File: config.mk
export PLATFORM = sky130hd
export DESIGN_NAME = dpram_reader
export DESIGN_NICKNAME = d
export VERILOG_FILES = /design/src/rtl/dpram_reader.sv
export SDC_FILE = /design/constraint.sdc
export NUM_CORES = 1
export LEC_CHECK = 0
export CORE_ASPECT_RATIO = 1.4
export CORE_MARGIN = 3
export CORE_UTILIZATION = 31
export CTS_CLUSTER_DIAMETER = 80
export CTS_CLUSTER_SIZE = 24
export DETAILED_ROUTE_END_ITERATION = 7
export SLEW_MARGIN = 30
export SYNTH_ARGS = -nofsm -noshare
export SYNTH_HDL_FRONTEND = slang
export SYNTH_SLANG_ARGS = --single-unit
export TNS_END_PERCENT = 20
File: constraint.sdc
create_clock -name ck -period 2.2 [get_ports ck]
set_clock_uncertainty 0.05 [all_clocks]
set_input_delay 0.22 -clock ck [delete_from_list [all_inputs] [get_ports ck]]
set_output_delay 0.22 -clock ck [all_outputs]
set_load 0.05 [all_outputs]
File: src/rtl/dpram_reader.sv
// dpram_reader: block read sequencer for the dual-port sample RAM, valid/ready output stream
// Ports: ck/rst_n clock and async active-low reset; start/start_addr/length block command;
//   abort flush; busy/done status; re/raddr/rdata RAM read port (1-cycle read latency);
//   out_valid/out_ready/out_data/out_last output stream.
// Optional: DPRAM_READER_STRIDE_EN adds the stride input (address step per read, latched with start).
module dpram_reader #(
  parameter int BITS = 16,
  parameter int SIZE = 256,
  parameter int AWIDTH = $clog2(SIZE),
  parameter int CWIDTH = AWIDTH + 1
) (
  input  logic              ck,
  input  logic              rst_n,
  input  logic              start,
  input  logic [AWIDTH-1:0] start_addr,
  input  logic [CWIDTH-1:0] length,
`ifdef DPRAM_READER_STRIDE_EN
  input  logic [AWIDTH-1:0] stride,
`endif
  input  logic              abort,
  output logic              busy,
  output logic              done,
  output logic              re,
  output logic [AWIDTH-1:0] raddr,
  input  logic [BITS-1:0]   rdata,
  output logic              out_valid,
  input  logic              out_ready,
  output logic [BITS-1:0]   out_data,
  output logic              out_last
);
  typedef enum logic [1:0] {IDLE, RUN, DRAIN} state_t;
  state_t state, nxt;
  logic [AWIDTH-1:0] addr, step;
  logic [CWIDTH-1:0] rem;
  logic [BITS-1:0] mem [4];
  logic [3:0] lst;
  logic [1:0] wp, rp;
  logic [2:0] cnt;
  logic infl, infl_last, pop, take;
  assign busy = state != IDLE;
  assign take = state == IDLE && start && !abort;
  assign out_valid = cnt != 3'd0;
  assign out_data = mem[rp];
  assign out_last = out_valid && lst[rp];
  assign pop = out_valid && out_ready;
  assign raddr = addr;
  // occupancy counts FIFO entries plus the read still in flight; the word popped this cycle frees a slot
  assign re = state == RUN && ({1'b0, cnt} + {3'b0, infl} < 4'd4 + {3'b0, pop});
  always_comb begin
    nxt = abort ? IDLE :
          state == IDLE && start && length != '0 ? RUN :
          state == RUN && re && rem == CWIDTH'(1) ? DRAIN :
          state == DRAIN && pop && out_last ? IDLE : state;
  end
`ifdef DPRAM_READER_STRIDE_EN
  always_ff @(posedge ck or negedge rst_n)
    if (!rst_n) step <= '0;
    else if (take) step <= stride;
`else
  assign step = AWIDTH'(1);
`endif
  always_ff @(posedge ck or negedge rst_n) begin
    if (!rst_n) begin
      state <= IDLE;
      done <= 1'b0;
      infl <= 1'b0;
      infl_last <= 1'b0;
      cnt <= '0;
      wp <= '0;
      rp <= '0;
      lst <= '0;
      addr <= '0;
      rem <= '0;
      for (int i = 0; i < 4; i++) mem[i] <= '0;
    end else begin
      state <= nxt;
      done <= !abort && ((state == IDLE && start && length == '0) || (state == DRAIN && pop && out_last));
      infl <= re && !abort;
      infl_last <= rem == CWIDTH'(1);
      if (abort) begin
        cnt <= '0;
        wp <= '0;
        rp <= '0;
      end else begin
        if (infl) begin
          mem[wp] <= rdata;
          lst[wp] <= infl_last;
          wp <= wp + 2'd1;
        end
        if (pop) rp <= rp + 2'd1;
        cnt <= cnt + {2'b0, infl} - {2'b0, pop};
      end
      if (take) begin
        addr <= start_addr;
        rem <= length;
      end else if (re) begin
        addr <= addr + step;
        rem <= rem - CWIDTH'(1);
      end
    end
  end
endmodule

==> impl_metrics.py <==
metrics = {
    "floorplan": {
        "die_y_um": 152,
        "core_um2": 14700,
        "die_x_um": 111,
        "start_util": 0.323,
        "io_pins": 67,
        "fp-row-count": 52,
        "dieArea_um2": 16900,
    },
    "placed_design": {
        "gp_congestion": 0.879,
        "post-place-cells": 625,
        "dp_hpwl_mm": 8.12,
        "placement.io_buffers": 66,
    },
    "timing": {
        "finalSetupViolCount": 3,
        "slew_headroom": 0.657,
        "grt_setup_unrepaired": "true",
        "fmax_ghz": 0.440,
        "holdWs_ns": 0.232,
        "finalCritPeriodShare": 1.03,
        "min_period_ns": 2.28,
        "tightest_slew_ns": 0.514,
        "drv_slew": 0,
        "finalHoldViolCount": 0,
        "timing.final.ws_setup_ns": -0.0751,
    },
    "power": {
        "powerDensity_nw_per_um2": 1250,
        "leakagePower_nw": 2.85,
        "p_total_mw": 7.82,
        "ir_worst_vdd_uv": 702,
    },
    "cts": {
        "cts_tree": "done",
        "cts_sinks": 97,
        "clk_latency_ns": 0.34,
        "cts_buffers": 9,
        "clk_pin_slew_ns": 0.07,
        "clk_path_buf_depth": 2,
        "ctsHtreeMaxLevel": 3,
        "clock-root-buffer": "clkbuf_16",
    },
    "worst_setup_path": {
        "rrSetupSlack_ns": -0.01,
        "r2r-end": "cnt[1]",
        "crit_type": "reg2out",
        "rr_startpoint": "cnt[0]",
        "worstPathMaxFanout": 2,
        "crit_arrival_ns": 2.01,
        "critPathLaunchType": "flip-flop",
        "endpoint_kind": "output port",
        "cp.required_ns": 1.93,
        "r2r_cells": 10,
    },
    "synth": {
        "yosysTopAreaCellShare": 0.511,
        "synthTopCellsByArea": "dfrtp_1, mux2_2, mux4_2",
        "synth_cell_types": 58,
        "yosys_register_bits": 97,
        "synthCells": 355,
        "seq_area_frac_synth": 0.511,
        "ys.flop_type": "dfrtp_1",
        "syn_area_um2": 4750,
        "synth_area_leader_cell": "dfrtp_1",
        "ys_warn_count": 0,
        "syn-num-nets": 406,
        "async_reset_ff_frac": 1.00,
        "synth_edf_count": 0,
        "syn_area_per_cell_um2": 13.4,
    },
    "route": {
        "num_vias": 3387,
        "wirelength_mm": 11.4,
        "wl_per_cell_um": 17.5,
        "first_pass_iters": 4,
        "drt_iter0_drc": 109,
        "avgViaCountPerCell": 5.21,
        "drc": 0,
        "drtAntennaViolNets": 0,
    },
    "global_route": {
        "grt_max_degree": 55,
        "grt.total_usage": 0.138,
        "grt_pass1_vias": 3690,
        "grt_pass1_wl_mm": 18.8,
        "antenna_found_initial": 0,
        "grt_overflow_total": 0,
    },
    "worst_hold_path": {
        "hold_class": "in2async",
    },
    "cells_and_area": {
        "final_util": 0.427,
        "drive_gt1_frac": 0.395,
        "area_growth_pct": 32.3,
        "antenna_cells": 0,
        "stdcell_count": 650,
        "fillers": 1424,
        "layout.nets": 507,
    },
    "job": {
        "cap_violations": 0,
    },
    "status": {
        "violations": "negative setup slack",
        "status": "complete, but fails checks",
    },
}
[through the flow]
| stage | cell area (um2) | setup TNS, ns | setup slack (ns) |
|---|---|---|---|
| 4_1_cts | 6240 | -0.0679 | -0.0679 |
| 5_1_grt | 6280 | -0.591 | -0.132 |
| 3_5_place_dp | 5840 | 0 | 0.00452 |
| 6_report | 6280 | -0.102 | -0.0751 |
| 2_1_floorplan | 4760 | 0 | 0.0142 |
| 3_3_place_gp | 5840 | 0 | 0.0322 |
[worst max path at each step]
stage / depth (start not counted) / slack [ns] / end / from
finish: 7 / -0.08 / re / cnt[0]
floorplan: 7 / 0.01 / rem[1] / cnt[0]
global route: 7 / -0.13 / re / cnt[0]
global placement: 7 / 0.03 / rem[2] / cnt[0]
CTS: 7 / -0.07 / re / infl
detailed placement: 6 / 0.005 / raddr[7] / cnt[0]
[layer usage]
metal | up-vias | track usage | share of wire
met1 | 1739 | 0.160 | 0.41
met4 | 0 | 0.0569 | 0.022
li1 | 1538 | - | -
met3 | 16 | 0.0207 | 0.043
met5 | - | 0 | 0
met2 | 94 | 0.251 | 0.53
[cells by family after synthesis]
group,after synthesis,synth area share
compound gates,50,0.0888
xor+xnor,5,0.0108
fa+ha+maj,13,0.0358
buf+inv,33,0.0290
flops,97,0.511
mux,86,0.244
simple gates,71,0.0804
[state kept, by name (all words and copies together) (netlist names)]
register and flops:
rp 2, wp 2, raddr 8, rem 9
done 1, state 2, mem 64, cnt 3
lst 4, infl_last 1, infl 1
[layout make-up]
type / instances / area (um2) / area share
Timing Repair Buffer: 106 / 992 / 0.158
Inverter: 17 / 63.8 / 0.0102
Tap cell: 189 / 236 / 0.0376
Clock buffer: 10 / 239 / 0.0380
Clock inverter: 6 / 72.6 / 0.0116
Sequential cell: 97 / 2430 / 0.386
Multi-Input combinational cell: 225 / 2250 / 0.358
[worst max-delay path, cell delays in order (launching register included)]
cell and delay [ns]:
dfrtp_1 0.43, ha_4 0.19, ha_4 0.21, or2_4 0.23
o21a_4 0.20, buf_6 0.12, nor2_4 0.14, buf_12 0.15
[power breakdown]
part           switching [mW]  leakage (nW)  total [mW]  internal (mW)
Combinational            2.06          1.44        3.62           1.56
Clock                   0.698         0.150        1.62          0.927
Sequential              0.370          1.26        2.59           2.22
Total                    3.13          2.85        7.82           4.70
[repair_timing]
action | CTS | global route
hold buffers | 1 | 0
endpoints found under the hold margin | 16 | 0
gates resized for setup | 6 | 8
setup endpoints to repair | 4 | 14
pin swaps | 6 | 4
buffers inserted | 7 | 1
[cell usage after synthesis (2+ instances only)]
cell type	count
nand3_1	6
mux2_2	68
a21oi_1	5
nand2_1	13
o31ai_1	3
o32ai_1	3
a221o_1	3
xnor2_1	3
nor2_1	17
a31oi_1	4
nor3_1	6
buf_2	8
nand2_2	4
a211oi_1	3
inv_1	17
o311ai_0	5
mux4_2	17
o211ai_1	4
o21ai_1	2
nor2b_1	2
nand4_1	2
dfrtp_1	97
nor4_1	3
and2_1	3
o221a_2	2
clkbuf_1	6
ha_1	12
and3_1	3
or4b_1	2
a21o_1	2
or4_1	2
a211o_1	2
[layout by cell type, fill, tap and decap left out, drive strengths merged, types with 3 or more instances in the layout]
cell type,count
a31oi,4
dfrtp,97
o32ai,3
a211oi,3
o311ai,6
o211ai,5
mux4,17
inv,20
nor2,17
nor4,3
nand3,6
o31ai,4
clkbuf,10
a221o,3
nor3,6
mux2,68
xnor2,3
a21oi,5
and2,3
nand2,17
and3,3
clkdlybuf4s50,46
buf,59
ha,12
(Power assumes the default switching activity.)
